File: config.mk
export PLATFORM = sky130hd
export DESIGN_NAME = nn_dense_layer_param_flat
export DESIGN_NICKNAME = d
export VERILOG_FILES = /design/src/rtl/nn_dense_layer_param_pkg.sv /design/src/rtl/nn_dense_layer_param_if.sv /design/src/rtl/nn_dense_layer_param_mac_lane.sv /design/src/rtl/nn_dense_layer_param.sv /design/src/flat_wrapper.sv
export SDC_FILE = /design/constraint.sdc
export NUM_CORES = 1
export LEC_CHECK = 0
export ABC_AREA = 1
export BUFFER_PORTS_ARGS = -buffer_cell sky130_fd_sc_hd__buf_4
export CORE_MARGIN = 1.5
export CORE_UTILIZATION = 35
export CTS_CLUSTER_DIAMETER = 30
export CTS_CLUSTER_SIZE = 40
export DETAILED_ROUTE_END_ITERATION = 6
export PLACE_DENSITY = 0.56
export RECOVER_POWER = 50
export SETUP_SLACK_MARGIN = 0.15
export SYNTH_ARGS = -nofsm -noshare
export SYNTH_HDL_FRONTEND = slang
export SYNTH_HIERARCHICAL = 1
export SYNTH_SLANG_ARGS = --single-unit
File: constraint.sdc
create_clock -name clk -period 5 [get_ports clk]
set_input_delay 0.5 -clock clk [delete_from_list [all_inputs] [get_ports clk]]
set_output_delay 0.5 -clock clk [all_outputs]
set_load 0.005 [all_outputs]
File: src/rtl/nn_dense_layer_param_pkg.sv
// Shared types and helpers for the dense layer: activation/state enums,
// width helpers and the shift/activate/clamp stage applied to each accumulator.
package nn_layer_pkg;

  typedef enum logic [1:0] {
    ACT_ID    = 2'd0,
    ACT_RELU  = 2'd1,
    ACT_LEAKY = 2'd2
  } act_e;

  typedef enum logic [2:0] {
    S_IDLE,
    S_FETCH,
    S_MAC,
    S_BIAS,
    S_EMIT,
    S_DONE
  } state_e;

  typedef struct packed {
    logic signed [31:0] data;
    logic               sat;
  } sat_res_t;

  function automatic int idx_w(input int n);
    return (n > 1) ? $clog2(n) : 1;
  endfunction

  // Wide enough that N_IN full products plus the shifted bias never overflow.
  function automatic int acc_w(input int n_in, input int data_w);
    return 2 * data_w + $clog2(n_in) + 1;
  endfunction

  function automatic act_e to_act(input logic [1:0] sel);
    case (sel)
      2'd1:    return ACT_RELU;
      2'd2:    return ACT_LEAKY;
      default: return ACT_ID;
    endcase
  endfunction

  function automatic sat_res_t sat_trunc(input logic signed [63:0] acc,
                                         input int data_w,
                                         input int frac_bits,
                                         input act_e act);
    logic signed [63:0] r;
    logic signed [63:0] max_v;
    logic signed [63:0] min_v;
    sat_res_t           res;
    r     = acc >>> frac_bits;
    if (act == ACT_RELU && r < 0)
      r = '0;
    else if (act == ACT_LEAKY && r < 0)
      r = r >>> 3;
    max_v = (64'sd1 <<< (data_w - 1)) - 64'sd1;
    min_v = -(64'sd1 <<< (data_w - 1));
    res.sat = 1'b0;
    if (r > max_v) begin
      r       = max_v;
      res.sat = 1'b1;
    end else if (r < min_v) begin
      r       = min_v;
      res.sat = 1'b1;
    end
    res.data = r[31:0];
    return res;
  endfunction

endpackage

File: src/rtl/nn_dense_layer_param_if.sv
// Input-fetch and result-stream signals of the dense layer; master is the layer.
interface nn_dense_layer_param_if #(
  parameter int IN_AW  = 1,
  parameter int OUT_AW = 1,
  parameter int DATA_W = 8
);
  logic                     in_req;
  logic [IN_AW-1:0]         in_addr;
  logic signed [DATA_W-1:0] in_data;
  logic                     out_valid;
  logic                     out_ready;
  logic [OUT_AW-1:0]        out_idx;
  logic signed [DATA_W-1:0] out_data;
  logic                     out_sat;

  modport master (
    output in_req, in_addr, out_valid, out_idx, out_data, out_sat,
    input  in_data, out_ready
  );

  modport slave (
    input  in_req, in_addr, out_valid, out_idx, out_data, out_sat,
    output in_data, out_ready
  );
endinterface

File: src/rtl/nn_dense_layer_param_mac_lane.sv
// One neuron's accumulator: full-precision multiply-accumulate plus Q-aligned bias add.
module nn_mac_lane #(
  parameter int DATA_W    = 8,
  parameter int FRAC_BITS = 4,
  parameter int ACC_W     = 18
) (
  input  logic                     clk,
  input  logic                     rst,
  input  logic                     clear,
  input  logic                     mac_en,
  input  logic                     bias_en,
  input  logic signed [DATA_W-1:0] x,
  input  logic signed [DATA_W-1:0] w,
  input  logic signed [DATA_W-1:0] b,
  output logic signed [ACC_W-1:0]  acc
);
  logic signed [2*DATA_W-1:0] prod;
  logic signed [ACC_W-1:0]    bias_sh;

  assign prod    = x * w;
  assign bias_sh = ACC_W'(b) <<< FRAC_BITS;

  always_ff @(posedge clk) begin
    if (rst || clear)
      acc <= '0;
    else if (mac_en)
      acc <= acc + ACC_W'(prod);
    else if (bias_en)
      acc <= acc + bias_sh;
  end
endmodule

File: src/rtl/nn_dense_layer_param.sv
// Dense layer top: sequencing FSM, weight/bias memories, input fetch and result stream.
//   state   | meaning
//   S_IDLE  | waiting for req; weight/bias writes accepted
//   S_FETCH | in_req strobe for input i
//   S_MAC   | in_data arrives; every lane accumulates x*w
//   S_BIAS  | every lane adds its bias
//   S_EMIT  | stream one neuron result per accepted beat
//   S_DONE  | one-cycle done pulse
module nn_dense_layer_param
  import nn_layer_pkg::*;
#(
  parameter  int N_IN      = 2,
  parameter  int N_OUT     = 2,
  parameter  int DATA_W    = 8,
  parameter  int FRAC_BITS = 4,
  localparam int IN_AW     = idx_w(N_IN),
  localparam int W_AW      = idx_w(N_IN * N_OUT),
  localparam int OUT_AW    = idx_w(N_OUT),
  localparam int ACC_W     = acc_w(N_IN, DATA_W)
) (
  input  logic                     clk,
  input  logic                     rst,
  input  logic                     req,
  input  logic [1:0]               act_sel,
  output logic                     busy,
  input  logic                     w_we,
  input  logic [W_AW-1:0]          w_addr,
  input  logic signed [DATA_W-1:0] w_data,
  input  logic                     b_we,
  input  logic [OUT_AW-1:0]        b_addr,
  input  logic signed [DATA_W-1:0] b_data,
  output logic                     done,
  nn_dense_layer_param_if.master   io
);
  state_e                   state, state_nx;
  logic [IN_AW-1:0]         i_q;
  logic [OUT_AW-1:0]        idx_q;
  act_e                     act_q;
  logic                     start, mac_en, bias_en, i_inc, idx_inc;
  logic                     last_in, last_out;
  logic signed [DATA_W-1:0] w_mem [N_IN*N_OUT];
  logic signed [DATA_W-1:0] b_mem [N_OUT];
  logic signed [ACC_W-1:0]  acc   [N_OUT];
  sat_res_t                 res;
  logic                     unused_res_bits;

  assign last_in  = (int'(i_q) == N_IN - 1);
  assign last_out = (int'(idx_q) == N_OUT - 1);

  always_comb begin
    state_nx = state;
    start    = 1'b0;
    mac_en   = 1'b0;
    bias_en  = 1'b0;
    i_inc    = 1'b0;
    idx_inc  = 1'b0;
    case (state)
      S_IDLE: begin
        if (req) begin
          start    = 1'b1;
          state_nx = S_FETCH;
        end
      end
      S_FETCH: state_nx = S_MAC;
      S_MAC: begin
        mac_en = 1'b1;
        if (last_in) begin
          state_nx = S_BIAS;
        end else begin
          i_inc    = 1'b1;
          state_nx = S_FETCH;
        end
      end
      S_BIAS: begin
        bias_en  = 1'b1;
        state_nx = S_EMIT;
      end
      S_EMIT: begin
        if (io.out_ready) begin
          if (last_out) state_nx = S_DONE;
          else          idx_inc  = 1'b1;
        end
      end
      S_DONE:  state_nx = S_IDLE;
      default: state_nx = S_IDLE;
    endcase
  end

  always_ff @(posedge clk) begin
    if (rst) begin
      state <= S_IDLE;
      i_q   <= '0;
      idx_q <= '0;
      act_q <= ACT_ID;
    end else begin
      state <= state_nx;
      if (start) begin
        i_q   <= '0;
        idx_q <= '0;
        act_q <= to_act(act_sel);
      end else begin
        if (i_inc)   i_q   <= i_q + 1'b1;
        if (idx_inc) idx_q <= idx_q + 1'b1;
      end
    end
  end

  // Memories survive reset; writes only land while idle and in range.
  always_ff @(posedge clk) begin
    if (w_we && !busy && int'(w_addr) < N_IN * N_OUT)
      w_mem[w_addr] <= w_data;
    if (b_we && !busy && int'(b_addr) < N_OUT)
      b_mem[b_addr] <= b_data;
  end

  for (genvar j = 0; j < N_OUT; j++) begin : g_lane
    logic [W_AW-1:0] w_idx;
    assign w_idx = W_AW'(j * N_IN) + W_AW'(i_q);
    nn_mac_lane #(
      .DATA_W   (DATA_W),
      .FRAC_BITS(FRAC_BITS),
      .ACC_W    (ACC_W)
    ) u_lane (
      .clk    (clk),
      .rst    (rst),
      .clear  (start),
      .mac_en (mac_en),
      .bias_en(bias_en),
      .x      (io.in_data),
      .w      (w_mem[w_idx]),
      .b      (b_mem[j]),
      .acc    (acc[j])
    );
  end

  assign res             = sat_trunc(64'(acc[idx_q]), DATA_W, FRAC_BITS, act_q);
  assign unused_res_bits = ^res.data[31:DATA_W];

  assign busy         = (state != S_IDLE);
  assign done         = (state == S_DONE);
  assign io.in_req    = (state == S_FETCH);
  assign io.in_addr   = i_q;
  assign io.out_valid = (state == S_EMIT);
  assign io.out_idx   = idx_q;
  assign io.out_data  = io.out_valid ? res.data[DATA_W-1:0] : '0;
  assign io.out_sat   = io.out_valid & res.sat;
endmodule

File: src/flat_wrapper.sv
// flat-port wrapper written by rule: the top's interface ports become plain ports
module nn_dense_layer_param_flat import nn_layer_pkg::*;
#(
  parameter  int N_IN      = 2,
  parameter  int N_OUT     = 2,
  parameter  int DATA_W    = 8,
  parameter  int FRAC_BITS = 4,
  localparam int IN_AW     = idx_w(N_IN),
  localparam int W_AW      = idx_w(N_IN * N_OUT),
  localparam int OUT_AW    = idx_w(N_OUT),
  localparam int ACC_W     = acc_w(N_IN, DATA_W)
)
  (clk, rst, req, act_sel, busy, w_we, w_addr, w_data, b_we, b_addr, b_data, done, io_in_req, io_in_addr, io_out_valid, io_out_idx, io_out_data, io_out_sat, io_in_data, io_out_ready);
  nn_dense_layer_param_if #(.IN_AW(1), .OUT_AW(1), .DATA_W(DATA_W)) io_i ();
  input  logic clk;
  input  logic rst;
  input  logic req;
  input  logic [1:0] act_sel;
  output logic busy;
  input  logic w_we;
  input  logic [W_AW-1:0] w_addr;
  input  logic signed [DATA_W-1:0] w_data;
  input  logic b_we;
  input  logic [OUT_AW-1:0] b_addr;
  input  logic signed [DATA_W-1:0] b_data;
  output logic done;
  output wire logic [$bits(io_i.in_req)-1:0] io_in_req;
  output wire logic [$bits(io_i.in_addr)-1:0] io_in_addr;
  output wire logic [$bits(io_i.out_valid)-1:0] io_out_valid;
  output wire logic [$bits(io_i.out_idx)-1:0] io_out_idx;
  output wire logic [$bits(io_i.out_data)-1:0] io_out_data;
  output wire logic [$bits(io_i.out_sat)-1:0] io_out_sat;
  input wire logic [$bits(io_i.in_data)-1:0] io_in_data;
  input wire logic [$bits(io_i.out_ready)-1:0] io_out_ready;
  assign io_in_req = io_i.in_req;
  assign io_in_addr = io_i.in_addr;
  assign io_out_valid = io_i.out_valid;
  assign io_out_idx = io_i.out_idx;
  assign io_out_data = io_i.out_data;
  assign io_out_sat = io_i.out_sat;
  assign io_i.in_data = io_in_data;
  assign io_i.out_ready = io_out_ready;
  nn_dense_layer_param #(.N_IN(N_IN), .N_OUT(N_OUT), .DATA_W(DATA_W), .FRAC_BITS(FRAC_BITS)) u_core (.clk(clk), .rst(rst), .req(req), .act_sel(act_sel), .busy(busy), .w_we(w_we), .w_addr(w_addr), .w_data(w_data), .b_we(b_we), .b_addr(b_addr), .b_data(b_data), .done(done), .io(io_i));
endmodule
Word-level counts from Yosys, hierarchy flattened
Memory sizes are Yosys's and may differ from the RTL's. A register that Yosys moved wholly into a read port is not among the register bits.
Cells that the tools add are included.
{ "totals": {"ff_bits": 43, "ram_bits": 48, "inputBits": 35, "out_inout_bits": 15, "wordCells": 81, "memories": 2} }
{ "op_classes": {"add_sub_neg": 7, "multipliers": 2, "magnitude_cmp": 4, "n_eq_ne": 12, "muxes": 35, "bitwise_logic": 2, "n_reduce_logical": 11} }
{ "memory_table": {"columns": ["name", "words", "width", "rd", "rd_ports_with_merged_regs", "wr", "line_no", "rtl"], "rows": [
  ["u_core.w_mem", 4, 8, 2, 1, 1, "nn_dense_layer_param.sv:41", "logic signed [DATA_W-1:0] w_mem [N_IN*N_OUT];"],
  ["u_core.b_mem", 2, 8, 2, 0, 1, "nn_dense_layer_param.sv:42", "logic signed [DATA_W-1:0] b_mem [N_OUT];"]
]} }
{ "op_table": {"columns": ["operator", "n"], "rows": [
  ["18-bit 2-to-1 mux", 7],
  ["64-bit by 8-bit > comparator with 1-bit output (second input constant)", 1],
  ["64-bit by 8-bit less-than comparator with 1-bit output (second input constant)", 1],
  ["64-bit 2-to-1 mux", 1],
  ["18-bit by 12-bit adder with 18-bit output", 2],
  ["18-bit by 16-bit adder with 18-bit output", 2],
  ["8-bit by 8-bit multiplier with 16-bit output", 2],
  ["8-bit 2-to-1 mux", 3],
  ["1-bit 2-to-1 mux", 15],
  ["3-bit one-hot mux with 5 select lines", 1],
  ["14-bit by 1-bit less-than comparator with 1-bit output (second input constant)", 1],
  ["13-bit 2-to-1 mux", 1],
  ["3-bit 2-to-1 mux", 3],
  ["3-bit by 2-bit == test with 1-bit output (second input constant)", 2],
  ["3-bit == test (second input constant)", 2],
  ["2-bit 2-to-1 mux", 3],
  ["2-bit inequality test (second input constant)", 3],
  ["2-bit by 1-bit == test with 1-bit output (second input constant)", 2],
  ["2-bit == test (second input constant)", 2],
  ["1-bit logical AND", 4],
  ["2-bit one-hot mux with 2 select lines", 1],
  ["3-bit by 1-bit == test with 1-bit output (second input constant)", 1],
  ["3-bit zero test", 1],
  ["3-bit AND reduction", 1],
  ["other kinds (10)", 11]
]} }

Logic depth before layout (Yosys ltp)
Gate-level depths: netlist (run 1).
{ "logic_depth": {"depth_word": 12, "mapped_depth": 29, "depth_no_buf": 27} }

By module
Netlist (run 1), hierarchy kept.
{ "by_module_without_submodules": {"columns": ["mod", "instances", "cells_per_inst", "area_per_inst_um2", "seq_area_each_um2"], "rows": [
  ["nn_mac_lane (u_core.g_lane[1].u_lane)", 1, 675, 4977.3, 360.3],
  ["nn_mac_lane (u_core.g_lane[0].u_lane)", 1, 670, 4899.7, 360.3],
  ["nn_dense_layer_param", 1, 254, 2537.4, 1601.5]
]} }

Least setup slack after synthesis (run 1)
Ideal clock, no wire load.
{ "synth_timing": {"path_type": "register to register", "from": "reg u_core.i_q (netlist: u_core/io.in_addr)", "to": "reg u_core.g_lane[1].u_lane.acc[17]", "setup_time_ns": 0.109, "arrival_time_ns": 4.962, "required_ns": 4.891, "setup_slack_ns": -0.071, "path_stages_with_launch": 28, "path_buffers": 2, "period_less_slack_ns": 5.071, "path_cell_list": "dfxtp_1 clkbuf_1 clkinv_1 nand2_1 nand2_1 clkbuf_1 nand2_1 inv_1 fa_1 inv_1 fa_1 inv_1 fa_1 fa_1 ha_1 ha_1 nand2_1 inv_1 nand2_1 nand2_1 a21oi_1 nand2_2 inv_1 nand2_1 nand3_1 nand3_1 nand2_1 inv_1"} }
{ "synth_via": {"elab_chain_len": 5} }
{ "synth_rtl": {"columns": ["item", "line_no", "rtl"], "rows": [
  ["start, declared", "nn_dense_layer_param.sv:36", "logic [IN_AW-1:0] i_q;"],
  ["start signal, assigned", "nn_dense_layer_param.sv:102", "if (i_inc) i_q <= i_q + 1'b1;"],
  ["2-bit by 1-bit adder with 2-bit output", "nn_dense_layer_param.sv:118", "assign w_idx = W_AW'(j * N_IN) + W_AW'(i_q);"],
  ["memory 4 x 8 bit", null, null],
  ["8-bit by 8-bit multiplier with 16-bit output", "nn_dense_layer_param_mac_lane.sv:20", "assign prod = x * w;"],
  ["18-bit by 16-bit adder with 18-bit output", "nn_dense_layer_param_mac_lane.sv:27", "acc <= acc + ACC_W'(prod);"],
  ["18-bit 2-to-1 mux", "nn_dense_layer_param_mac_lane.sv:26", "else if (mac_en)"],
  ["end signal, assigned", "nn_dense_layer_param_mac_lane.sv:27", null],
  ["end signal, assigned", "nn_dense_layer_param_mac_lane.sv:29", "acc <= acc + bias_sh;"],
  ["end, declared", "nn_dense_layer_param_mac_lane.sv:15", "output logic signed [ACC_W-1:0] acc"]
]} }
No other way between the ends.
A chain may end at the register's enable or synchronous reset.

==> results of run 1 <==
sequential cells by signal, summed over array words and instances (netlist names), named ones only:
register and flops:
u_core/io.out_idx 1, u_core/act_q 2, u_core/state 3, u_core/b_mem 16
u_core/w_mem 32, u_core/io.in_addr 1, u_core/g_lane.u_lane/acc 36
synth_stat cells, drive strengths merged, types with 8 or more instances:
library cell,n,area [µm²]
nand2,394,1520
inv,350,1310
fa,162,3240
ha,110,1380
nor2,109,434
a21oi,87,447
nand3,85,445
o21ai,62,325
edfxtp,48,1440
dfxtp,44,881
clkbuf,37,139
nor3,13,70.1
xnor2,12,105
a31oi,10,62.6
buf,10,77.6
mux2,8,90.1
nand4,8,50.1
o211ai,8,60.1
final timing paths:
check / from / end / slack (ns) / depth (start not counted)
setup / recovery: register / u_core/g_lane[0].u_lane/acc[14] / 0.18 / 21
hold / removal: b_data[5] / u_core/b_mem[0][5] / 0.35 / 1
setup reg to reg: register / u_core/g_lane[0].u_lane/acc[14] / 0.18 / 21
hold reg to reg: u_core/g_lane[0].u_lane/acc[0] / u_core/g_lane[0].u_lane/acc[0] / 0.48 / 2
kinds of logic (layout without fill, tap and decap cells):
kind of cell,after synthesis,count (layout)
AO/OA/AOI/OAI,191,191
multiplexers,8,8
flip-flops,92,92
buffers and inverters,398,482
AND/OR/NAND/NOR,619,619
adder cells (fa/ha/maj),272,272
XOR/XNOR,19,19
per-stage QoR:
stage	instance area [µm²]	setup TNS (ns)	power (µW)
6_report	14800	0	7740
4_1_cts	14100	0	6460
2_1_floorplan	12500	0	4300
5_1_grt	14800	0	8500
3_5_place_dp	13600	-0.0180	5590
3_3_place_gp	13600	0	5580
repair_timing:
item / CTS / global route
pin swaps: 17 / 79
resized for setup: 26 / 136
setup endpoints to repair: 19 / 20
cloned: 0 / 2
setup buffers: 2 / 15
layer usage:
layer / routed length [µm] / track usage / up-vias
met1: 16500 / 0.281 / 4906
met3: 1560 / 0.0253 / 24
met4: 376 / 0.0361 / 0
met5: 0 / 0 / -
met2: 14900 / 0.297 / 239
li1: - / - / 5088
worst reg2reg max path, delay by kind of cell (launching register included):
family        cells  cell delay, ns
mux               1            0.33
fa+ha+maj         6            2.63
xor+xnor          1            0.16
simple gates      7            0.65
buf+inv           6            0.64
flops             1            0.35
power groups by stage:
stage | registers (µW) | logic, µW | clock network (µW)
3_5_place_dp | 901 | 4690 | 0
4_1_cts | 884 | 4840 | 742
2_1_floorplan | 874 | 3420 | 0
5_1_grt | 889 | 6850 | 766
3_3_place_gp | 901 | 4680 | 0
6_report | 885 | 6140 | 720
final cells by class:
type	count	area, µm²
inverters	351	1340
repair buffers	115	926
fillers	3497	19900
multi-input cells	1109	9320
clock buffers	12	279
well taps	455	569
flip-flops and latches	92	2330
clock inverters	4	32.5
==> metrics.txt, run 1 <==
actual slew at the worst max-slew pin=1.20 ns; most frequent cells in the layout=344 x sky130_fd_sc_hd__nand2_1, 334 x sky130_fd_sc_hd__inv_1, 153 x sky130_fd_sc_hd__fa_1; headroom to the max-slew limit=0.196; complex-gate fraction of the synthesized area=0.0881; data required time of the worst path=5.31 ns; final standard cell count with taps included and fillers excluded=2138; GPL Wtd Cong=0.873; status=finished, final reports clean; Initial Util=0.358; Synth Area in Simple Gates=0.209; aggregate routed wire length=33.3 mm; post-detailed-route DRC marker count=0; synth unique cells=47; highest attainable clock frequency=207 MHz; post-synthesis xor/xnor area fraction=0.0134; number of buffers on the longest clock path=2; global-route usage over all layers=0.190; number of nets in the synthesized netlist=1906; I/O pin cnt=50; startpoint-to-endpoint class of the critical path=register to register; Leakage=0.00758 µW; switching power total=3680 µW; Cell Int Power=4060 µW; Largest delay share family, worst path=adder cells; CP max stage cell=sky130_fd_sc_hd__fa_1; Die W=191 µm; count of nets left with antenna violations after detail routing=0; total of warnings raised by yosys=6; Cell Count Post-Placement=2103; main combinational cell family by area after synthesis=adder cells; Crit path buffers/inverters=6; class of the tightest hold or removal check=primary input to register; final core area utilization=0.426; fin crit period=4.82 ns; pin count of the biggest net entering global routing=26; Gate power share=0.793; portion of the post-synthesis area used by sequential elements=0.187; global route overflow=0; largest driver fanout on the critical path=5; number of synthesized flops with an enable pin=48; kind of launch point of the worst setup path=register; Antenna diodes=0; clock tree from TritonCTS=built; growth of design area from synthesis to finish=19.2%; First DRT Iteration DRCs=679; net switching share of the total power=0.476; first-pass GRT wire length=54.4 mm; number of max-cap violations=0; clock-pin slew reported for the worst setup and hold paths after clock tree synthesis=0.07 ns; Fin Hold WS=0.346 ns; root buffer selected by CTS=sky130_fd_sc_hd__clkbuf_16; register bit count reported by yosys=92; post-route fraction of the period consumed by the critical path=0.964; H-tree levels=3; Final nets=1985; via count of the first global-routing pass=10330; antenna violations before repair=0; async set-or-reset flop fraction in the synthesized netlist=0; share of layout cells above drive strength 1=0.171; Crit path top cell by count=sky130_fd_sc_hd__fa_1; peak supply drop=0.000370 V; proportion of synthesized area in mux cells=0.00726; number of vias per cell after detailed routing=4.80; DR vias=10257; unrepaired setup endpoints after global routing=true; total iterations of the first detailed-routing run=5; clock network power share=0.093; average cell area after synthesis=7.76 µm²; total number of clock tree sinks=92; area of the core region=34700 µm²; chip height=191 µm; final number of hold-violating endpoints=0; chain of cells forming the critical path=buf_6 > mux2_4 > nand2_4 > clkinvlp_4 > buf_12 > fa_1 > inv_2 > fa_1 > inv_1 > fa_1 > fa_1 > ha_4 > ha_4 > buf_4 > nand2_2 > nor2_2 > nand3_1 > nand3_1 > xor2_1 > nor2_1 > nor2_1; Flop pwr share=0.114; wire length per cell after detailed routing=15.6 µm; die area=36600 µm²; worst setup skew after layout=0.0153 ns; nature of the critical path endpoint=register; area of the mapped netlist=12400 µm²; most common library cell in the layout ignoring fill and taps=sky130_fd_sc_hd__nand2_1; worst-case setup slack after placement=-0.0159 ns; top_reg_cell synth=sky130_fd_sc_hd__edfxtp_1; number of setup violations in the final report=0; power density cells=523 nW/µm²; Max Transition Viols Final=0; critical path arrival=5.12 ns; clock latency reported for the late side of the worst-skew pair=0.36 ns; largest incremental delay on the critical path=0.58 ns; adder and majority cell fraction of the synthesized area=0.372; synthesized netlist cell count=1599; cts bufs inserted=9; Std-Cell Rows=68; # port buffers=49; setup slack of the critical path after layout=0.180 ns; Post-DP HPWL=27.4 mm; total of hold buffers inserted after clock tree synthesis=0
No activity file was read; power rests on OpenSTA's default activity.
==> inputs of run 2 (changes only) <==
Settings changed: PLACE_DENSITY 0.56 to 0.54.
Clock period 5 ns to 6.05 ns, I/O delays scaled along.
==> run 2 against run 1 <==
Sequential power fell by 17%. Maximum frequency fell by 12%. Utilization fell by 3.9 points. Routed wire length fell by 5.2%. Sequential cell count did not move. Non-clock buffer count fell by 61. Total power fell by 38%. Clock power fell by 18%. Critical endpoint is now u_core/g_lane[1].u_lane/acc[16]. Hold slack improved by 0.10 ns. Highest routed layer unchanged. Global-route usage fell by 0.41 points. Combinational power fell by 44%. Register-to-register slack improved by 0.39 ns.
==> metrics.txt, run 2 (same netlist as run 1, synthesis figures left out) <==
nature of the critical path endpoint=register; number of setup violations in the final report=0 (unchanged); highest attainable clock frequency=183 MHz (-12%); post-detailed-route DRC marker count=0 (unchanged); Leakage=0.00717 µW (-5.4%); first-pass GRT wire length=53.1 mm (-2.5%); startpoint-to-endpoint class of the critical path=register to register; wire length per cell after detailed routing=15.2 µm (-2.4%); Initial Util=0.358 (unchanged); largest driver fanout on the critical path=11 (+6); largest registers=u_core/g_lane.u_lane/acc x36, u_core/w_mem x32, u_core/b_mem x16; Antenna diodes=0 (unchanged); kind of launch point of the worst setup path=register; clock latency reported for the late side of the worst-skew pair=0.36 ns (about the same); number of vias per cell after detailed routing=4.76 (-0.78%); die area=36600 µm² (unchanged); critical path arrival=5.77 ns (+0.65 ns); most common library cell in the layout ignoring fill and taps=sky130_fd_sc_hd__nand2_1; fin crit period=5.48 ns (+0.655 ns); final instance area=13400 µm² (-9.2%); DR vias=9887 (-3.6%); post-route fraction of the period consumed by the critical path=0.905 (-0.0590); post-route total power=4780 µW (-38%); area of the core region=34700 µm² (unchanged); number of max-cap violations=0 (unchanged); pin count of the biggest net entering global routing=26 (unchanged); Fin Hold WS=0.447 ns (+0.102 ns); data required time of the worst path=6.34 ns (+1.03 ns); setup total negative slack=0 ns (unchanged); clock-pin slew reported for the worst setup and hold paths after clock tree synthesis=0.08 ns (about the same); actual slew at the worst max-slew pin=1.18 ns (-0.0151 ns); setup slack of the critical path after layout=0.575 ns (+0.395 ns); Std-Cell Rows=68 (unchanged); chip height=191 µm (unchanged); aggregate routed wire length=31.6 mm (-5.2%); growth of design area from synthesis to finish=8.15%; global-route usage over all layers=0.186 (-0.00409); total cell area at the placement stage=13200 µm² (-3.2%); total iterations of the first detailed-routing run=5 (unchanged); worst-case setup slack after placement=0.601 ns (+0.617 ns); unrepaired setup endpoints after global routing=false; Die W=191 µm (unchanged); post-CTS setup repair buffer count=0 (-2); count of nets left with antenna violations after detail routing=0 (unchanged); share of layout cells above drive strength 1=0.0647 (-0.106); number of buffers on the longest clock path=2 (unchanged); cts bufs inserted=9 (unchanged); clock tree from TritonCTS=built; antenna violations before repair=1 (+1); # port buffers=49 (unchanged); First DRT Iteration DRCs=570 (-16%); worst setup skew after layout=0.0189 ns (+0.00355 ns); root buffer selected by CTS=sky130_fd_sc_hd__clkbuf_16; global route overflow=0 (unchanged); I/O pin cnt=50 (unchanged); H-tree levels=3 (unchanged); most frequent cells in the layout=379 x sky130_fd_sc_hd__nand2_1, 346 x sky130_fd_sc_hd__inv_1, 162 x sky130_fd_sc_hd__fa_1; headroom to the max-slew limit=0.211 (+0.0145); total number of clock tree sinks=92 (unchanged); Largest register FFs=36 (unchanged); Post-DP HPWL=26.8 mm (-2.4%); GPL Wtd Cong=0.858 (-1.7%); register with the most flip-flops=u_core/g_lane.u_lane/acc; class of the tightest hold or removal check=primary input to register; final number of hold-violating endpoints=0 (unchanged); Max Transition Viols Final=0 (unchanged); power density cells=356 nW/µm² (-32%); Final nets=1924 (-3.1%); peak supply drop=0.000184 V (-50%); via count of the first global-routing pass=9902 (-4.1%); status=finished, final reports clean
## run 2: cell count changes in the layout (fill, tap and decap cells not counted), moves of 10 or more
| cell | previous run | this run |
|---|---|---|
| sky130_fd_sc_hd__a21oi_1 | 70 | 84 |
| sky130_fd_sc_hd__a21oi_2 | 13 | 3 |
| sky130_fd_sc_hd__buf_4 | 78 | 33 |
| sky130_fd_sc_hd__buf_6 | 10 | 0 |
| sky130_fd_sc_hd__ha_1 | 81 | 110 |
| sky130_fd_sc_hd__ha_4 | 29 | 0 |
| sky130_fd_sc_hd__inv_1 | 334 | 346 |
| sky130_fd_sc_hd__nand2_1 | 344 | 379 |
| sky130_fd_sc_hd__nand2_2 | 35 | 14 |
| sky130_fd_sc_hd__nand2_4 | 15 | 1 |
## run 2: path summary, 6_finish.rpt
kind / slack, ns / to / start / cells past startpoint
hold reg to reg: 0.47 / u_core/g_lane[1].u_lane/acc[0] / u_core/g_lane[1].u_lane/acc[0] / 2
hold / removal: 0.45 / u_core/b_mem[0][5] / b_data[5] / 1
setup reg to reg: 0.57 / u_core/g_lane[1].u_lane/acc[16] / u_core/io.in_addr / 21
setup / recovery: 0.57 / u_core/g_lane[1].u_lane/acc[16] / u_core/io.in_addr / 21
## run 2: metal layers
layer,vias to the layer above,wire (µm),track usage
met4,0,249,0.0297
met5,-,0,0
met2,160,14100,0.292
met1,4732,16200,0.277
met3,12,1050,0.0229
li1,4983,-,-
## run 2: stage by stage
step / utilization / std cells
4_1_cts: 0.389 / 2077
3_5_place_dp: 0.380 / 2061
5_1_grt: 0.387 / 2077
3_3_place_gp: 0.380 / 2061
6_report: 0.387 / 2077
2_1_floorplan: - / 1599
## run 2: repair_timing
action                                  4_1_cts  5_1_grt
endpoints found under the setup margin        0        1
hold endpoints to repair                      0        0
hold buffers                                  0        0
gates resized for setup                       0        1
## run 2: critical path, stage by stage, from the launching register on
cell,delay (ns)
sky130_fd_sc_hd__dfxtp_1,0.58
sky130_fd_sc_hd__clkinvlp_4,0.30
sky130_fd_sc_hd__nand2_1,0.11
sky130_fd_sc_hd__nand2_1,0.10
sky130_fd_sc_hd__inv_1,0.24
sky130_fd_sc_hd__or2_2,0.18
sky130_fd_sc_hd__fa_1,0.41
sky130_fd_sc_hd__fa_1,0.55
sky130_fd_sc_hd__inv_1,0.06
sky130_fd_sc_hd__fa_1,0.51
sky130_fd_sc_hd__fa_1,0.58
sky130_fd_sc_hd__fa_1,0.47
sky130_fd_sc_hd__ha_1,0.41
sky130_fd_sc_hd__a21oi_2,0.18
sky130_fd_sc_hd__nand2_1,0.13
sky130_fd_sc_hd__nand3_1,0.09
sky130_fd_sc_hd__nand3_1,0.12
sky130_fd_sc_hd__nor2_1,0.11
sky130_fd_sc_hd__nor2_1,0.04
sky130_fd_sc_hd__nand2_1,0.08
sky130_fd_sc_hd__nand2_1,0.04
sky130_fd_sc_hd__a21oi_1,0.12
## run 2: area by class of cell
type                       instances  area, µm²
fill                            3659      21300
clock inverter                     5       48.8
sequential                        92       2320
multi-input combinational       1109       8560
timing repair buffer              54        338
inverter                         351       1320
clock buffer                      11        264
tap                              455        569
## run 2: report_power, final
part	switching [µW]	total [µW]	internal (µW)
registers	41.8	732	690
clock network	264	587	323
logic	2140	3460	1310
total	2450	4780	2330
